==> src/rtl/chunked_serial_subtractor.sv <==
// chunked_serial_subtractor: multi-cycle unsigned subtractor D = A - B.
// Processes CHUNK_LEN bits per cycle, LSB chunk first, and registers the
// borrow between chunks. Valid/ready handshake on both input and output.
// Optional macro SERIAL_SUB_SIGNED_OVF_EN adds an 'overflow' output that
// flags signed two's-complement overflow of A - B.
module chunked_serial_subtractor #(
  parameter int unsigned BIT_LEN   = 256,
  parameter int unsigned CHUNK_LEN = 64
) (
  input  logic               clk,
  input  logic               rst_n,
  input  logic               in_valid,
  output logic               in_ready,
  input  logic [BIT_LEN-1:0] A,
  input  logic [BIT_LEN-1:0] B,
  output logic               out_valid,
  input  logic               out_ready,
  output logic [BIT_LEN-1:0] D,
  output logic               borrow_out
`ifdef SERIAL_SUB_SIGNED_OVF_EN
  ,
  output logic               overflow
`endif
);

  localparam int unsigned NUM_CHUNKS = BIT_LEN / CHUNK_LEN;
  localparam int unsigned CNT_W      = (NUM_CHUNKS > 1) ? $clog2(NUM_CHUNKS) : 1;
  localparam logic [CNT_W-1:0] LAST_CHUNK = CNT_W'(NUM_CHUNKS - 1);

  // Operand width must split into whole chunks.
  generate
    if ((BIT_LEN % CHUNK_LEN) != 0) begin : g_bad_chunk
      $error("chunked_serial_subtractor: BIT_LEN must be a multiple of CHUNK_LEN");
    end
  endgenerate

  typedef enum logic [1:0] {
    IDLE = 2'd0,
    RUN  = 2'd1,
    DONE = 2'd2
  } state_e;

  state_e             state_q, state_d;
  logic [CNT_W-1:0]   cnt_q, cnt_d;
  logic               borrow_q, borrow_d;
  logic [BIT_LEN-1:0] a_q, a_d;
  logic [BIT_LEN-1:0] b_q, b_d;
  logic [BIT_LEN-1:0] d_q, d_d;
  logic               bout_q, bout_d;

  logic [CHUNK_LEN-1:0] a_chunk;
  logic [CHUNK_LEN-1:0] b_chunk;
  logic [CHUNK_LEN-1:0] diff;
  logic                 b_next;
  int unsigned          chunk_off;

`ifdef SERIAL_SUB_SIGNED_OVF_EN
  logic ovf_q, ovf_d;
`endif

  // Chunk datapath: select the current chunk and subtract with incoming borrow.
  always_comb begin
    chunk_off = CHUNK_LEN * 32'(cnt_q);
    a_chunk   = a_q[chunk_off +: CHUNK_LEN];
    b_chunk   = b_q[chunk_off +: CHUNK_LEN];
    {b_next, diff} = {1'b0, a_chunk} - {1'b0, b_chunk} - {{CHUNK_LEN{1'b0}}, borrow_q};
  end

  // Next-state and handshake logic.
  always_comb begin
    state_d   = state_q;
    cnt_d     = cnt_q;
    borrow_d  = borrow_q;
    a_d       = a_q;
    b_d       = b_q;
    d_d       = d_q;
    bout_d    = bout_q;
`ifdef SERIAL_SUB_SIGNED_OVF_EN
    ovf_d     = ovf_q;
`endif
    in_ready  = 1'b0;
    out_valid = 1'b0;

    unique case (state_q)
      IDLE: begin
        in_ready = 1'b1;
        if (in_valid) begin
          a_d      = A;
          b_d      = B;
          borrow_d = 1'b0;
          cnt_d    = '0;
          state_d  = RUN;
        end
      end

      RUN: begin
        d_d[chunk_off +: CHUNK_LEN] = diff;
        borrow_d = b_next;
        if (cnt_q == LAST_CHUNK) begin
          bout_d  = b_next;
`ifdef SERIAL_SUB_SIGNED_OVF_EN
          // Final chunk carries the result MSB; operand MSBs come from the latches.
          ovf_d   = (a_q[BIT_LEN-1] != b_q[BIT_LEN-1]) &&
                    (diff[CHUNK_LEN-1] != a_q[BIT_LEN-1]);
`endif
          state_d = DONE;
        end else begin
          cnt_d = cnt_q + 1'b1;
        end
      end

      DONE: begin
        out_valid = 1'b1;
        if (out_ready) begin
          state_d = IDLE;
        end
      end

      default: begin
        state_d = IDLE;
      end
    endcase
  end

  // State and datapath registers with asynchronous active-low reset.
  always_ff @(posedge clk or negedge rst_n) begin
    if (!rst_n) begin
      state_q  <= IDLE;
      cnt_q    <= '0;
      borrow_q <= 1'b0;
      a_q      <= '0;
      b_q      <= '0;
      d_q      <= '0;
      bout_q   <= 1'b0;
`ifdef SERIAL_SUB_SIGNED_OVF_EN
      ovf_q    <= 1'b0;
`endif
    end else begin
      state_q  <= state_d;
      cnt_q    <= cnt_d;
      borrow_q <= borrow_d;
      a_q      <= a_d;
      b_q      <= b_d;
      d_q      <= d_d;
      bout_q   <= bout_d;
`ifdef SERIAL_SUB_SIGNED_OVF_EN
      ovf_q    <= ovf_d;
`endif
    end
  end

  // Registered result outputs.
  always_comb begin
    D          = d_q;
    borrow_out = bout_q;
`ifdef SERIAL_SUB_SIGNED_OVF_EN
    overflow   = ovf_q;
`endif
  end

endmodule

==> config.mk <==
export PLATFORM = sky130hd
export DESIGN_NAME = chunked_serial_subtractor
export DESIGN_NICKNAME = d
export VERILOG_FILES = /design/src/rtl/chunked_serial_subtractor.sv
export SDC_FILE = /design/constraint.sdc
export NUM_CORES = 2
export LEC_CHECK = 0
export ABC_AREA = 1
export CORE_MARGIN = 4
export CORE_UTILIZATION = 40
export DETAILED_ROUTE_END_ITERATION = 8
export RECOVER_POWER = 25
export SYNTH_ARGS = -nofsm -noshare
export SYNTH_HDL_FRONTEND = slang
export SYNTH_SLANG_ARGS = --single-unit
export TNS_END_PERCENT = 1
==> constraint.sdc <==
create_clock -name clk -period 3.8 [get_ports clk]
set_input_delay 0.57 -clock clk [delete_from_list [all_inputs] [get_ports clk]]
set_output_delay 0.57 -clock clk [all_outputs]
set_load 0.005 [all_outputs]
# Word-level counts from Yosys, hierarchy flattened

Cells that the tools add are included.

$add $sub $neg: 4
Eq/ne operators: 7
Shift-type cells: 4
Muxes and demuxes: 12
Reductions and logical operators: 7

Operators by type and width:

| kind                                                                       | count |
|---|---|
| 256-bit by 9-bit indexed part select with 64-bit output                    | 2 |
| 256-bit bitwise mux                                                        | 1 |
| 64-bit by 34-bit variable shift with 256-bit output (first input constant) | 1 |
| 64-bit by 34-bit indexed part select with 256-bit output                   | 1 |
| 64-bit by 64-bit subtractor with 65-bit output                             | 1 |
| 65-bit by 1-bit subtractor with 65-bit output                              | 1 |
| 8-bit negation with 34-bit output                                          | 1 |
| 2-bit two-way mux                                                          | 5 |
| 2-bit inequality test (second input constant)                              | 4 |
| 2-bit one-hot mux with 3 select lines                                      | 1 |
| 2-bit AND reduction                                                        | 3 |
| 3-bit AND reduction                                                        | 2 |
| 2-bit equality test (second input constant)                                | 2 |
| 2-bit one-hot mux with 2 select lines                                      | 1 |
| 1-bit two-way mux                                                          | 3 |
| 2-bit by 1-bit adder with 2-bit output (second input constant)             | 1 |
| 2-bit by 1-bit equality test with 1-bit output (second input constant)     | 1 |
| 2-bit zero test                                                            | 1 |
| 1-bit one-hot mux with 2 select lines                                      | 1 |
| 2-bit nonzero test                                                         | 1 |

Register bits: 774
Input port bits: 516
Output and inout bits: 259
Logic and storage cells: 41

# Longest topological paths before layout

Word-level depth: 5
Mapped depth: 27
Mapped depth without buffers: 23

# Worst setup path before layout

Ideal clock, no wire load.

Path kind: register to register
Start point: register cnt_q[0]
End point: register d_q[218], in the netlist D[218]
Library setup time: 0.066 ns
Arrival time: 3.441 ns
Data required time: 3.734 ns
Slack: 0.293 ns
Stages on the path, launching flop included: 27
Path buffers: 5
Clock period less this slack: 3.507 ns
Cell sequence: dfrtp_1 buf_6 buf_6 clkbuf_1 buf_4 clkbuf_1 nor2_1 o22ai_1 fa_1 inv_1 fa_1 nand2_1 nand2_1 nand2_2 nand3_1 nand2_2 nand2_1 nand2_1 nand2_1 nand2_2 nand2_1 nand2_2 xor2_2 nand2_1 nor2_2 nand2_1 nand2_1

Cells in the longest elaborated chain, start to end: 5
Elaborated cells on any way between the ends: 8
Classes of those cells: add/sub: 3; shift: 4; mux: 1

RTL lines:

| what                                                                              | RTL line | text |
|---|---|---|
| from (decl)                                                                       | 44       | `logic [CNT_W-1:0] cnt_q, cnt_d;` |
| from (signal assigned)                                                            | 140      | `cnt_q <= cnt_d;` |
| 256-bit by 9-bit indexed part select with 64-bit output, on equally long branches | 64, 65   |  |
| 64-bit by 64-bit subtractor with 65-bit output                                    | 66       | `{b_next, diff} = {1'b0, a_chunk} - {1'b0, b_chunk} - {{CHUNK_LEN{1'b0}}, borrow_q};` |
| 65-bit by 1-bit subtractor with 65-bit output                                     | 66       |  |
| 64-bit by 34-bit indexed part select with 256-bit output                          | 97       | `d_d[chunk_off +: CHUNK_LEN] = diff;` |
| 256-bit bitwise mux *                                                             | 97       |  |
| to (signal assigned)                                                              | 133      | `d_q <= '0;` |
| to (signal assigned)                                                              | 144      | `d_q <= d_d;` |
| to (decl)                                                                         | 48       | `logic [BIT_LEN-1:0] d_q, d_d;` |

Mark *: on every way between the ends. The rest lies on a longest branch, timed or not.
A chain may end at the register's enable or synchronous reset.

# Worst setup path after layout

Start point: register cnt_q[0]
End point: register d_q[251], in the netlist D[251]

The elaborated chain is that of the path after synthesis.

==> metrics.txt <==
sum of negative setup slack=-1.847 ns; fmax=0.2526 GHz; Slew @ Worst Pin=2.375 ns; FF+latch count, synth=774; slowest CP cell=dfrtp_4; Arr. time, crit path=4.51 ns; DP Area=0.05131 mm^2; final hold viol count=0; clk_lat worst skew=0.66 ns; WP data required=4.35 ns; # placed instances=7313; Crit Path Max Fanout=28; hold-critical path endpoint=a_q[199]; wire length per cell=21.24 um; row count=114; Setup Skew=0.02945 ns; R2R Setup Slk=-0.16 ns; global route overflow=0; CTS Sinks=774; post-synthesis cell area=0.03901 mm^2; largest net degree at the start of global routing=244; Starting DRT DRC Count=3212; Final Critical Period=3.959 ns; crit path cell chain=inv_12 > buf_16 > buf_4 > o21ai_0 > o22ai_1 > buf_4 > ha_1 > inv_1 > ha_1 > a21oi_1 > o21ai_0 > a21oi_1 > buf_4 > o21ai_0 > a21oi_1 > nand3_1 > nand2_2 > nand3_1 > o21ai_1; RR Startpoint=cnt_q[0]; maxcap violations=1; Crit path buffers/inverters=6; failing checks=capacitance limit, slew limit, setup timing; post-synth top area share=0.4966; gpl congestion=0.9523; first-pass GRT wire length=237600 um; first drt pass iteration count=6; All-Layer GR Usage=0.3035; status=finished with violations; Root Driver=clkbuf_16; vias in the first global route=38580; die area=0.1026 mm^2; # setup viols final=40; DR vias/cell=5.131; Synth Area in XOR/XNOR=0.009206; Reg2Reg Depth=19; sequential fraction of the synthesis area=0.4966; post-route ant nets=0; die span in x=320.3 um; CP Capture Type=flop; most frequent cells in the layout=2339 x nand2_1, 773 x clkdlybuf4s50_1, 772 x dfrtp_1; core box area=0.09671 mm^2; Most used DFF post-synth=dfrtp_1; TritonCTS Buffers=85; Synth Net Count=5714; Max-Slew Margin vs Limit=-0.5830; deepest clock path buffer count=3; dpl hpwl=121300 um; adder-cell share of the synthesized area=0.04273; design area=0.05517 mm^2; layout cells sized above 1=0.1455; complex-gate fraction of the synthesized area=0.1034; Crit path max-delay family=compound AO/OA/AOI/OAI gates; H-tree levels=3; ys async rst share=1.000; count of buffers from port buffering=774; main combinational cell family by area after synthesis=simple AND/OR/NAND/NOR gates; initial antenna violation count=19; dominant cell type by area after synthesis=dfrtp_1; CP peak stage delay=0.54 ns; CTS tree=yes; most common cell after layout, fill and taps aside=nand2_1; Slew Limit Fails=72; worst min path class=input port to flop; Reg-to-Reg End=D[251]; synthesis-to-layout area growth=41.45%; Crit Path Category=flop to flop; DRC viols=0; Starting Density=0.4033; Synth area leaders=dfrtp_1 50%, nand2_1 23%, ha_1 4.2%; Post-Synthesis Mean Instance Area=7.700 um^2; Clk pin slew, worst setup/hold paths=0.08 ns; RSZ-0062 raised after global routing=yes; final std cells w/o fill=7485; Hold Path Origin=A[199]; mux cell area share after synthesis=0; final worst setup slack=-0.1591 ns; WL final=158900 um; EDFF count, synth=0; Ports=775; via count=38410; hold depth=3; Simple-Gate Fraction of Synth Area=0.2916; Nets=6776; gate count of the mapped netlist=5066; synth unique cells=49; Critical Path Source Type=flop; synth warn=0; Final period util=1.042; die height=320.3 um
[cell usage after synthesis, drive strengths merged, types with 16 or more instances]
library cell  instances
nand2              2411
nand3                95
a32o                 64
o21ai               308
clkbuf              192
nor2                305
o22ai                63
dfrtp               774
xor2                 28
nor3                 16
a21oi               176
nand4                43
inv                 294
a22o                 41
buf                  74
ha                  130
[registers in the layout, summed over array words and instances (netlist names)]
register	flops
D	256
a_q	256
b_q	256
cnt_q	2
state_q	2
borrow_out	1
borrow_q	1
[how the worst max path moves through the flow]
stage,from,end,slack [ns],cells past startpoint
6_report,cnt_q[0],D[251],-0.16,19
5_1_grt,cnt_q[0],D[226],-0.39,22
4_1_cts,cnt_q[0],D[246],-0.16,23
3_5_place_dp,cnt_q[0],D[253],-0.38,20
3_3_place_gp,cnt_q[0],D[121],-0.37,21
2_1_floorplan,cnt_q[0],D[218],0.29,26
[final cells by class]
type                            count  area (um^2)
Clock buffer                      127         2570
Multi-Input combinational cell   3730        18470
Tap cell                         1276         1597
Fill cell                        9120        41530
Sequential cell                   774        19380
Timing Repair Buffer             1243        11750
Inverter                          294         1129
Antenna cell                       16        40.04
Clock inverter                     25        247.7
[cell families after synthesis]
kind of cell    after synthesis
buf+inv                     562
simple gates               2886
xor+xnor                     35
fa+ha+maj                   132
compound gates              677
flops                       774
[through the flow]
| stage | util | setup slack [ns] | hold WS (ns) |
|---|---|---|---|
| 2_1_floorplan | - | 0.2933 | 0.2744 |
| 3_3_place_gp | 0.5305 | -0.3719 | 0.4574 |
| 3_5_place_dp | 0.5305 | -0.3755 | 0.4606 |
| 4_1_cts | 0.5654 | -0.1587 | 0.4024 |
| 5_1_grt | 0.5704 | -0.3850 | 0.4221 |
| 6_report | 0.5705 | -0.1591 | 0.4448 |
[worst register-to-register path: cells and delay by family (launching register included)]
| kind | cells | cell delay, ns |
|---|---|---|
| adder cells (fa/ha/maj) | 2 | 0.51 |
| buffers and inverters | 6 | 0.96 |
| AO/OA/AOI/OAI | 8 | 1.44 |
| AND/OR/NAND/NOR | 3 | 0.41 |
| flip-flops | 1 | 0.54 |
[routing by layer]
layer | track usage | routed length, um
met5 | 0 | 27
met4 | 0.1278 | 7154
met3 | 0.06499 | 11400
met2 | 0.4770 | 72340
met1 | 0.4083 | 68030
[timing repair]
action,CTS,global route
endpoints found under the hold margin,38,0
setup buffers,0,2
hold buffers,1,0
endpoints found under the setup margin,170,214
pin swaps,8,10
gates cloned,1,0
gates resized for setup,132,160
Power is not shown: default switching activity piles up to over one toggle a cycle in this logic, so the estimate is an artifact.
